<file path="config.mk">
export PLATFORM = sky130hd
export DESIGN_NAME = cs_decode_rr_sched
export DESIGN_NICKNAME = d
export VERILOG_FILES = /design/src/rtl/cs_decode_rr_sched.sv
export SDC_FILE = /design/constraint.sdc
export NUM_CORES = 1
export LEC_CHECK = 0
export CORE_ASPECT_RATIO = 0.9
export CORE_MARGIN = 8
export CORE_UTILIZATION = 30
export CTS_CLUSTER_SIZE = 28
export DETAILED_ROUTE_END_ITERATION = 8
export PLACE_DENSITY_LB_ADDON = 0.08
export REMOVE_ABC_BUFFERS = 1
export SYNTH_ARGS = -nofsm -noshare
export SYNTH_HDL_FRONTEND = slang
export SYNTH_SLANG_ARGS = --single-unit
</file>
<file path="constraint.sdc">
create_clock -name clk -period 8.6 [get_ports clk]
set_input_delay 1.72 -clock clk [delete_from_list [all_inputs] [get_ports clk]]
set_output_delay 1.72 -clock clk [all_outputs]
set_load 0.01 [all_outputs]
</file>
<file path="src/rtl/cs_decode_rr_sched.sv">
// Round-robin scheduler sharing one 3-to-8 chip-select decoder between 8 requesters.
// Grants are bounded by MAX_HOLD and separated by GAP_CYCLES of disabled decoder.
//
// state | meaning
// IDLE  | decoder disabled, arbitrating among requests each cycle
// GRANT | decoder enabled on sel, gnt one-hot to the owner
// GAP   | decoder disabled, sel frozen, break-before-make spacing
module cs_decode_rr_sched #(
   parameter int MAX_HOLD   = 15,
   parameter int GAP_CYCLES = 1
) (
   input  logic       clk,
   input  logic       rst,
   input  logic [7:0] req,
   input  logic       abort,
   output logic [2:0] sel,
   output logic       en_d,
   output logic       en_e_n,
   output logic       en_f_n,
   output logic [7:0] gnt,
   output logic       busy,
   output logic       timeout
);

   localparam int HOLD_W = $clog2(MAX_HOLD + 1);
   localparam int GAP_W  = $clog2(GAP_CYCLES + 1);

   typedef enum logic [1:0] {
      IDLE  = 2'd0,
      GRANT = 2'd1,
      GAP   = 2'd2
   } state_t;

   state_t            state_q, state_d;
   logic [2:0]        sel_q, sel_d;
   logic [2:0]        ptr_q, ptr_d;
   logic [7:0]        gnt_q, gnt_d;
   logic              en_d_q, en_d_d;
   logic              en_e_n_q, en_e_n_d;
   logic              en_f_n_q, en_f_n_d;
   logic              busy_q, busy_d;
   logic              timeout_q, timeout_d;
   logic [HOLD_W-1:0] hold_cnt_q, hold_cnt_d;
   logic [GAP_W-1:0]  gap_cnt_q, gap_cnt_d;

   logic       win_found;
   logic [2:0] win_idx;
   logic [2:0] scan_idx;
   logic       hold_max;
   logic       rel;

   // First requester at or after ptr, wrapping mod 8 through the 3-bit add
   always_comb begin
      win_found = 1'b0;
      win_idx   = ptr_q;
      scan_idx  = ptr_q;
      for (int k = 0; k < 8; k++) begin
         scan_idx = ptr_q + 3'(k);
         if (!win_found && req[scan_idx]) begin
            win_found = 1'b1;
            win_idx   = scan_idx;
         end
      end
   end

   assign hold_max = (hold_cnt_q == HOLD_W'(MAX_HOLD));
   assign rel      = !req[sel_q] || abort || hold_max;

   always_comb begin
      state_d    = state_q;
      sel_d      = sel_q;
      ptr_d      = ptr_q;
      gnt_d      = gnt_q;
      hold_cnt_d = hold_cnt_q;
      gap_cnt_d  = gap_cnt_q;
      timeout_d  = 1'b0;
      unique case (state_q)
         IDLE: begin
            if (win_found && !abort) begin
               state_d    = GRANT;
               sel_d      = win_idx;
               gnt_d      = 8'b1 << win_idx;
               hold_cnt_d = HOLD_W'(1);
            end
         end
         GRANT: begin
            if (rel) begin
               state_d   = GAP;
               gnt_d     = 8'h00;
               ptr_d     = sel_q + 3'd1;
               gap_cnt_d = GAP_W'(1);
               // Only a pure hold-limit cut reports timeout; abort or drop take precedence
               timeout_d = hold_max && req[sel_q] && !abort;
            end else begin
               hold_cnt_d = hold_cnt_q + HOLD_W'(1);
            end
         end
         GAP: begin
            if (gap_cnt_q == GAP_W'(GAP_CYCLES)) begin
               state_d = IDLE;
            end else begin
               gap_cnt_d = gap_cnt_q + GAP_W'(1);
            end
         end
         default: state_d = IDLE;
      endcase
      en_d_d   = (state_d == GRANT);
      en_e_n_d = (state_d != GRANT);
      en_f_n_d = (state_d != GRANT);
      busy_d   = (state_d != IDLE);
   end

   always_ff @(posedge clk) begin
      if (rst) begin
         state_q    <= IDLE;
         sel_q      <= 3'd0;
         ptr_q      <= 3'd0;
         gnt_q      <= 8'h00;
         en_d_q     <= 1'b0;
         en_e_n_q   <= 1'b1;
         en_f_n_q   <= 1'b1;
         busy_q     <= 1'b0;
         timeout_q  <= 1'b0;
         hold_cnt_q <= '0;
         gap_cnt_q  <= '0;
      end else begin
         state_q    <= state_d;
         sel_q      <= sel_d;
         ptr_q      <= ptr_d;
         gnt_q      <= gnt_d;
         en_d_q     <= en_d_d;
         en_e_n_q   <= en_e_n_d;
         en_f_n_q   <= en_f_n_d;
         busy_q     <= busy_d;
         timeout_q  <= timeout_d;
         hold_cnt_q <= hold_cnt_d;
         gap_cnt_q  <= gap_cnt_d;
      end
   end

   assign sel     = sel_q;
   assign en_d    = en_d_q;
   assign en_e_n  = en_e_n_q;
   assign en_f_n  = en_f_n_q;
   assign gnt     = gnt_q;
   assign busy    = busy_q;
   assign timeout = timeout_q;

endmodule
</file>
Word level (Yosys, flattened, before mapping)
Index checks and enable logic that the tools add are counted.
{ "word_totals": {"reg_bits": 25, "in_bits": 11, "out_inout_bits": 16, "wordCells": 117} }
{ "classes": {"add_sub_neg": 10, "magnitude_cmp": 9, "eq_ne": 8, "shifts": 1, "muxes": 46, "bitwise_logic": 2, "reduce_logical": 31} }
{ "op_table": {"columns": ["cell", "count"], "rows": [
  ["$lt A3 B4 Y1 const B", 9],
  ["$bmux W1 S3", 9],
  ["$mux W3", 7],
  ["$mux W1", 19],
  ["$mux W8", 2],
  ["$pmux W8 S2", 1],
  ["$add A3 B3 Y3 const B", 4],
  ["$logic_and A1 B1 Y1", 10],
  ["$logic_not A1 Y1", 9],
  ["$mux W4", 2],
  ["$pmux W4 S2", 1],
  ["$shl A1 B3 Y8 const A", 1],
  ["$add A3 B1 Y3 const B", 2],
  ["$add A3 B2 Y3 const B", 2],
  ["$mux W2", 3],
  ["$ne A2 B2 Y1 const B", 3],
  ["$pmux W2 S3", 1],
  ["$reduce_and A2 Y1", 3],
  ["$reduce_and A3 Y1", 2],
  ["$reduce_bool A2 Y1", 3],
  ["$add A4 B1 Y4 const B", 1],
  ["$eq A2 B1 Y1 const B", 2],
  ["$eq A4 B4 Y1 const B", 1],
  ["$reduce_or A3 Y1", 1],
  ["7 further kinds", 9]
]} }

Logic depth before layout (Yosys ltp)
{ "depth": {"ltp_word": 28, "ltp_mapped": 14, "mapped_depth_nobuf": 10} }

Worst setup path after synthesis
No wires, ideal clock.
{ "synth_timing": {"path_type": "in2reg", "from": "input req[7]", "to": "register gnt_q[0], in the netlist gnt[0]", "setup_time_ns": 0.117, "t_arrival_ns": 3.793, "required_ns": 8.483, "path_slack_ns": 4.690, "path_stages": 9, "n_path_buf": 1, "cell_sequence": "mux4_1 > mux2i_2 > nand4_1 > or3_1 > and2_4 > buf_6 > nand2b_2 > nor2_1 > a32o_2"} }
{ "synth_via": {"elab_chain_cells": 27, "elab_cells_between_ends": 57, "classes_between": "eq/ne: 2; shift: 1; mux: 35; reduce/logical: 19"} }
{ "synth_rtl": {"columns": ["element", "line", "rtl"], "rows": [
  ["start: declaration", "14", "input logic [7:0] req,"],
  ["$bmux W1 S3", "59", "if (!win_found && req[scan_idx]) begin"],
  ["$mux W1 (not written as such)", "59", null],
  ["$mux W1", "59", null],
  ["$logic_not A1 Y1", "59", null],
  ["$logic_and A1 B1 Y1", "59", null],
  ["$mux W1", "59", null],
  ["$logic_not A1 Y1", "59", null],
  ["$logic_and A1 B1 Y1", "59", null],
  ["[11 not listed]", null, null],
  ["$logic_and A1 B1 Y1", "59", null],
  ["$mux W1", "59", null],
  ["$logic_not A1 Y1", "59", null],
  ["$logic_and A1 B1 Y1", "59", null],
  ["$mux W3 / $mux W1 (equally long branches)", "59", null],
  ["$shl A1 B3 Y8 / $logic_and A1 B1 Y1 (equally long branches)", "82, 79", null],
  ["$mux W8 / $ne A2 B2 Y1 (equally long branches)", null, null],
  ["$pmux W8 S2 / $reduce_and A3 Y1 (equally long branches)", null, null],
  ["end signal: assignment", "130", "gnt_q <= gnt_d;"],
  ["end: declaration", "37", "logic [7:0] gnt_q, gnt_d;"]
]} }
Parallel ways exist; a longest one is shown, timed or not. The select of a mux whose other input is x is not followed.
A chain may end at the register's enable or synchronous reset.

Final worst setup path
{ "layout_timing": {"from": "input req[7]", "to": "register gnt_q[1], in the netlist gnt[1]"} }
Same word-level chain as after synthesis.

==> impl_metrics.json <==
{
  "path_max_fanout": 11,
  "synth_most_common_cell": "dfxtp_1",
  "setup.worst_path.class": "in -> reg",
  "clockBufferDepth": 2,
  "rsz0062_at_grt": "no",
  "ys_warn_count": 0,
  "layout.cells.non_filler": 308,
  "detail_route.wl_per_cell_um": 15.3,
  "clk_pin_slew_worst_paths_ps": 80,
  "num_rows": 27,
  "worstMarginPinSlew_ps": 839,
  "syn-cell-area_um2": 1930,
  "dp_hpwl_um": 3580,
  "leakage_nw": 0.784,
  "fin_tns_setup_ps": 0,
  "gp_congestion": 0.785,
  "yosysSeqAreaShare_pct": 25.9,
  "synth_cells": 202,
  "cts.htree.levels": 1,
  "crit_chain": "clkdlybuf4s50_1 -> mux2i_1 -> mux4_2 -> a22oi_1 -> a21oi_1 -> o31ai_1 -> nor2_1 -> a32o_2",
  "cts_sinks": 25,
  "place_area_um2": 2230,
  "wl_um": 4700,
  "cts_setup_buffers": 0,
  "timing.rr.end": "gnt[1]",
  "slowest_delay_ps": 700,
  "fin_ws_ps": 4030,
  "p_total_uw": 364,
  "root_buffer": "clkbuf_8",
  "r2r_cells": 9,
  "grt_pass1_wl_um": 8030,
  "grt_max_degree": 21,
  "dieArea_um2": 9280,
  "fin_crit_ps": 4570,
  "syn_area_per_cell_um2": 9.58,
  "setup_violations": 0,
  "drtIter0Drc": 98,
  "synth_top_area_share_pct": 25.9,
  "synthToLayoutAreaGrowth_pct": 17.9,
  "synth-edff-count": 0,
  "cap_viol_max_count": 0,
  "hold_depth": 2,
  "fmax_ghz": 0.219,
  "holdCritStartpoint": "gnt[2]",
  "holdPathEnd": "gnt[2]",
  "firstDrtPassIters": 5,
  "layout-drive-gt1-share_pct": 15.4,
  "diodes": 0,
  "power.density_nw_per_um2": 160,
  "finalCritPeriodShare_pct": 53.2,
  "ir_worst_vdd_mv": 0.0728,
  "yosys-top-cells-area": "dfxtp_1, mux4_2, mux2i_1, a21oi_1, nor2_1",
  "ys_types": 54,
  "vias_per_cell": 5.17,
  "cp.depth": 8,
  "critPathTopFamily": "compound AO/OA/AOI/OAI gates",
  "status": "complete, no violations",
  "die_w_um": 101,
  "dp_slack_ps": 3730,
  "num_io_pins": 27,
  "cp.arrival_ps": 4740,
  "synth_area_leader_cell": "dfxtp_1",
  "core-area_um2": 6180,
  "min_path_type": "reg -> reg",
  "grt_pass1_vias": 1508,
  "vias": 1593,
  "cp_num_buf_inv": 1,
  "hold_viol_final": 0,
  "cts_tree": "built",
  "async_reset_ff_share_pct": 0,
  "grt_overflow": 0,
  "skew_ps": 7.20,
  "final_cell_area_um2": 2280,
  "ff2ff_setup_slack_ps": 4160,
  "antenna_found_initial": 0,
  "track_usage_pct": 10.5,
  "die_h_um": 92.2,
  "ys_ff_latch": 25,
  "critPathSlowestCell": "a22oi_1",
  "post_cts_resized": 0,
  "cp-end-kind": "flip-flop",
  "worstSetupStartpointType": "input port",
  "cts_buffers": 3,
  "ctsHoldBuffers": 0,
  "synth_commonest_cells": "dfxtp_1, nor2_1, a21oi_1",
  "synth_ff_type": "dfxtp_1",
  "dpl.cell_count": 304,
  "drcViolationCount": 0,
  "utilization_pct": 36.9,
  "critPathRequiredTime_ps": 8760,
  "nets": 237,
  "portBuffers": 26,
  "initial_core_util_pct": 31.3,
  "fillCellCount": 623,
  "fin_hold_ws_ps": 458,
  "ant_nets": 0,
  "drv_slew": 0,
  "r2r_start": "ptr_q[0]",
  "clock_latency_ps": 270,
  "maxSlewHeadroom_pct": 44.1
}
layer usage:
metal	wire length (µm)	vias up	part of all wire, %	GRT usage (%)
met5	0	-	0	0
met4	28	0	0.60	1.89
met3	166	4	3.5	2.11
met2	2130	34	45	15.9
met1	2380	747	51	15.1
li1	-	808	-	-
cells by family after synthesis:
logic type | Yosys count | share of synthesized area (%)
compound gates | 53 | 19.7
simple gates | 60 | 16.6
fa+ha+maj | 4 | 2.59
buf+inv | 20 | 5.56
mux | 32 | 26.0
flops | 25 | 25.9
xor+xnor | 8 | 3.62
power breakdown:
group | leakage (nW) | internal, mW | switching (mW)
Clock | 0.0255 | 0.0324 | 0.0378
Sequential | 0.204 | 0.125 | 0.0107
Combinational | 0.555 | 0.0734 | 0.0845
registers in the layout, indices dropped and copies added, names as in the netlist:
signal      count
busy            1
hold_cnt_q      4
state_q         2
en_f_n          1
gap_cnt_q       1
gnt             8
en_d            1
ptr_q           3
sel             3
timeout         1
worst max-delay path by stage:
| stage | startpoint | end | slack (ps) |
|---|---|---|---|
| after floorplan | req[7] | gnt[1] | 4770 |
| after global placement | req[3] | gnt[1] | 3720 |
| after detailed placement | req[1] | gnt[1] | 3730 |
| after CTS | req[3] | gnt[1] | 4000 |
| after global routing | ptr_q[0] | gnt[6] | 3720 |
| final | req[7] | gnt[1] | 4030 |
worst reg2reg max path, stage by stage, from the launching register on:
cell     delay (ps)
dfxtp_1         750
inv_1           280
ha_1            790
mux2i_1         210
mux4_2          500
a22oi_1         700
a21oi_1         140
o31ai_1         550
nor2_1          140
a32o_2          290
cell usage in the layout (no fill, tap or decap), drive strengths merged, types with 3 or more instances in the layout:
| master | Yosys | layout |
|---|---|---|
| dfxtp | 25 | 25 |
| mux2i | 16 | 16 |
| o21ai | 5 | 5 |
| clkbuf | 5 | 3 |
| nor2b | 3 | 3 |
| ha | 4 | 4 |
| a31oi | 3 | 3 |
| nor3 | 6 | 6 |
| clkdlybuf4s50 | 0 | 26 |
| mux4 | 12 | 12 |
| nand3 | 3 | 3 |
| inv | 8 | 8 |
| nand2b | 5 | 5 |
| nand2 | 13 | 13 |
| a21oi | 15 | 15 |
| mux2 | 4 | 4 |
| nor2 | 17 | 17 |
| nand3b | 5 | 5 |
| a32o | 4 | 4 |
| xnor2 | 6 | 6 |
| o31ai | 6 | 6 |
| a211oi | 3 | 3 |
area by class of cell:
class                   instances  area, µm²  share of cell area (%)
well taps                      87        109                    4.77
repair buffers                 27        268                    11.7
multi-input cells             157       1330                    58.2
clock inverters                 1       5.00                   0.220
flip-flops and latches         25        500                    22.0
clock buffers                   3       41.3                    1.81
inverters                       8       30.0                    1.32
Power figures use the tool's default switching activity.
